[config.mk]
export PLATFORM = sky130hd
export DESIGN_NAME = uart_tx_arbiter
export DESIGN_NICKNAME = d
export VERILOG_FILES = /design/src/rtl/uart_tx_arbiter.sv
export SDC_FILE = /design/constraint.sdc
export NUM_CORES = 1
export LEC_CHECK = 0
export CORE_MARGIN = 8
export CORE_UTILIZATION = 36
export CTS_BUF_LIST = sky130_fd_sc_hd__clkbuf_16
export CTS_CLUSTER_DIAMETER = 150
export DETAILED_ROUTE_END_ITERATION = 10
export PLACE_DENSITY = 0.91
export SKIP_CTS_REPAIR_TIMING = 1
export SLEW_MARGIN = 20
export SYNTH_ARGS = -nofsm -noshare
export SYNTH_HDL_FRONTEND = slang
export SYNTH_SLANG_ARGS = --single-unit
[constraint.sdc]
create_clock -name clk -period 4.49 [get_ports clk]
set_clock_uncertainty 0.15 [all_clocks]
set_input_delay 0.898 -clock clk [delete_from_list [all_inputs] [get_ports clk]]
set_output_delay 0.898 -clock clk [all_outputs]
set_load 0.1 [all_outputs]
[src/rtl/uart_tx_arbiter.sv]
// Round-robin arbiter that lets NUM_REQ byte streams share one UART TX valid/ready port.
// Grants are held per message, or until MAX_BURST bytes have moved, and are followed by one idle cycle.
module uart_tx_arbiter #(
    parameter int NUM_REQ    = 4,
    parameter int DATA_WIDTH = 8,
    parameter int MAX_BURST  = 16
) (
    input  logic                          clk,
    input  logic                          rst_n,
    input  logic [NUM_REQ-1:0]            req_valid,
    input  logic [NUM_REQ*DATA_WIDTH-1:0] req_data,
    input  logic [NUM_REQ-1:0]            req_last,
    output logic [NUM_REQ-1:0]            req_ready,
    output logic                          tx_valid,
    output logic [DATA_WIDTH-1:0]         tx_data,
    input  logic                          tx_ready,
    output logic [$clog2(NUM_REQ)-1:0]    grant_id,
    output logic                          busy
);
    localparam int GW = $clog2(NUM_REQ);
    localparam int BW = $clog2(MAX_BURST + 1);

    typedef enum logic {IDLE, GRANT} state_t;

    state_t        state_q;
    logic [GW-1:0] grant_q;
    logic [GW-1:0] last_q;
    logic [BW-1:0] burst_q;
    logic [GW-1:0] pick_d;
    logic [GW-1:0] scan_idx [NUM_REQ];
    logic          xfer;
    logic          rel;

    // scan_idx[k] is the requester checked k-th, starting just after the last grant
    for (genvar k = 0; k < NUM_REQ; k++) begin : g_scan
        assign scan_idx[k] = GW'((int'(last_q) + k + 1) % NUM_REQ);
    end

    always_comb begin
        pick_d = scan_idx[0];
        for (int k = NUM_REQ - 1; k >= 0; k--) begin
            if (req_valid[scan_idx[k]]) begin
                pick_d = scan_idx[k];
            end
        end
    end

    always_comb begin
        req_ready = '0;
        tx_valid  = 1'b0;
        tx_data   = '0;
        if (state_q == GRANT) begin
            tx_valid           = req_valid[grant_q];
            tx_data            = req_data[grant_q*DATA_WIDTH +: DATA_WIDTH];
            req_ready[grant_q] = tx_ready;
        end
    end

    assign busy     = (state_q == GRANT);
    assign grant_id = grant_q;
    assign xfer     = tx_valid && tx_ready;
    assign rel      = xfer && (req_last[grant_q] || (burst_q + 1'b1 == BW'(MAX_BURST)));

    always_ff @(posedge clk or negedge rst_n) begin
        if (!rst_n) begin
            state_q <= IDLE;
            grant_q <= '0;
            last_q  <= GW'(NUM_REQ - 1);
            burst_q <= '0;
        end else begin
            case (state_q)
                IDLE: begin
                    if (|req_valid) begin
                        grant_q <= pick_d;
                        burst_q <= '0;
                        state_q <= GRANT;
                    end
                end
                GRANT: begin
                    if (xfer) begin
                        burst_q <= burst_q + 1'b1;
                    end
                    if (rel) begin
                        last_q  <= grant_q;
                        state_q <= IDLE;
                    end
                end
                default: state_q <= IDLE;
            endcase
        end
    end
endmodule

==> flow_metrics.py <==
metrics = {
    "logic_synthesis": {
        "syn-cell-area_um2": 929.6,
        "ys_seq_area_frac": 0.2719,
        "synth-edff-count": 0,
        "ys.flop_type": "dfrtp_1",
        "ys_ff_latch": 10,
        "synth_top_area_frac": 0.2153,
        "syn_avg_cell_area_um2": 9.996,
        "synthTopCellsByArea": "dfrtp_1, mux4_2, and2_1",
        "synth_cells": 93,
        "yosysWarnings": 0,
        "synthesis.nets": 137,
        "synth_top_area_cell": "dfrtp_1",
        "ys_types": 32,
        "async_reset_ff_frac": 1.000,
    },
    "job": {
        "cap_viol_max_count": 0,
    },
    "routing": {
        "vias_per_cell": 5.514,
        "vias": 998,
        "drtIter0Drc": 35,
        "wirelength_mm": 3.286,
        "drt_first_pass_iters": 4,
        "route.detailed.drc": 0,
        "wire_per_inst_um": 18.15,
        "detail-route-antenna-nets": 0,
    },
    "critical_path": {
        "critical_path.cell_chain": "clkdlybuf4s50_1",
        "crit_type": "flop to primary output",
        "arrival_ns": 2.37,
        "cp_slowest_cell": "clkdlybuf4s50_1",
        "cp-start-kind": "flop",
        "r2r_slack_ns": 2.18,
        "cpPeakStageDelay_ns": 1.28,
        "end_kind": "primary output",
        "critPathRequiredTime_ns": 3.44,
        "critPathMaxFanout": 16,
        "path_buf_inv": 1,
        "crit_family": "buffers and inverters",
    },
    "run_status": {
        "status": "finished, final reports clean",
    },
    "floorplan": {
        "die_h_um": 66.82,
        "design.die.area_mm2": 0.004464,
        "rows": 18,
        "io_pins": 59,
        "start_util": 0.3787,
        "die_x_um": 66.82,
        "coreArea_mm2": 0.002455,
    },
    "power_and_ir_drop": {
        "power.density_mw_per_mm2": 825.8,
        "vdd.ir_drop.worst_uv": 573.0,
        "p_leak_uw": 0.0006764,
        "fin_total_pwr_uw": 1301,
    },
    "clock_network": {
        "clk_latency_ns": 0.24,
        "htree_levels": 1,
        "cts_buffers": 3,
        "cts_tree": "yes",
        "cts_max_path_buffers": 2,
        "cts_sinks": 10,
        "root_buffer": "clkbuf_16",
        "clk_pin_slew_ns": 0.04,
    },
    "sta": {
        "tns_ns": 0,
        "period_minus_slack_ns": 3.421,
        "slew_headroom": 0.3379,
        "rsz0062_at_grt": "no",
        "setup_violations": 0,
        "drv_slew": 0,
        "finalCritPeriodShare": 0.7620,
        "finalHoldWorstSlack_ns": 0.3899,
        "tightest_slew_ns": 0.9901,
        "max_freq_ghz": 0.2923,
        "finalWorstSetupSlack_ns": 1.069,
        "finalHoldViolCount": 0,
    },
    "global_routing": {
        "first_global_vias": 1077,
        "overflow": 0,
        "antenna_found_initial": 0,
        "grt_pass1_wl_mm": 5.175,
        "grt_util_all_layers": 0.1509,
        "grt_max_degree": 17,
    },
    "final_layout": {
        "drive_above_1_share": 0.2119,
        "area_growth_pct": 69.45,
        "final_cells": 181,
        "final_nets": 196,
        "mostFrequentLayoutCell": "clkdlybuf4s50_1",
        "diodes": 0,
        "final_cell_mix": "clkdlybuf4s50_1, buf_4, nand2_1",
    },
    "placement": {
        "dp_hpwl_mm": 2.630,
        "place_inst": 177,
        "pre_cts_slack_ns": 1.101,
        "gp_congestion": 0.8184,
        "portBuffers": 58,
    },
    "min_path": {
        "worstHoldPathType": "flop to flop",
    },
}
Yosys cell counts, types with 2 or more instances:
cell type  count
a21oi_1        2
and2_1         9
clkbuf_1       2
dfrtp_1        8
dfstp_2        2
inv_1          5
mux2_4         2
mux4_1         2
mux4_2         8
nand2_1       10
nand2b_1       2
nand3_1        5
nor2_1         8
nor3_1         2
o21ai_0        2
o21ai_1        5
o22ai_1        2
xor2_1         3
cells by family (layout without fill, tap and decap cells):
kind of cell | count (synthesis) | in the layout | synth area share
buffers and inverters | 9 | 67 | 0.04576
adder cells (fa/ha/maj) | 1 | 1 | 0.01346
AO/OA/AOI/OAI | 16 | 16 | 0.1090
multiplexers | 13 | 13 | 0.2934
AND/OR/NAND/NOR | 41 | 41 | 0.2382
flip-flops | 10 | 10 | 0.2719
XOR/XNOR | 3 | 3 | 0.02827
layer usage:
layer / track usage / wire length [um] / vias to the layer above / share of wire
met1: 0.1419 / 1153 / 471 / 0.35
met4: 0.04533 / 59 / 0 / 0.018
met5: 0 / 0 / - / 0
met3: 0.07886 / 375 / 13 / 0.11
met2: 0.2748 / 1698 / 55 / 0.52
li1: - / - / 459 / -
per-stage QoR:
stage	area [um2]	utilization
after floorplan	934.6	-
after global placement	1496	0.6096
after detailed placement	1496	0.6096
after CTS	1575	0.6417
after global routing	1575	0.6417
final	1575	0.6417
power breakdown:
group	switching (uW)	leakage [uW]	internal, uW
Clock	41.1	0.0000423	117
Combinational	642	0.000513	282
Sequential	91.4	0.000121	127
Total	775	0.000676	526
worst paths after layout:
path | startpoint | end | depth (start not counted)
worst min-delay path | burst_q[0] | burst_q[0] | 1
worst min register to register | burst_q[0] | burst_q[0] | 1
worst max register to register | grant_id[0] | last_q[0] | 4
worst max-delay path | grant_id[0] | grant_id[0] | 1
max in group asynchronous | rst_n | last_q[0] | 1
min in group asynchronous | rst_n | burst_q[0] | 1
flip-flops by register name (all words and copies together), names as in the netlist:
register	cells
grant_id	2
last_q	2
burst_q	5
busy	1
layout make-up:
type | instances | area (um2)
Fill cell | 204 | 879.6
Multi-Input combinational cell | 74 | 639.4
Timing Repair Buffer | 58 | 548.0
Sequential cell | 10 | 252.7
Clock buffer | 3 | 75.07
Tap cell | 30 | 37.54
Inverter | 5 | 18.77
Clock inverter | 1 | 3.754
(Power assumes the default switching activity.)
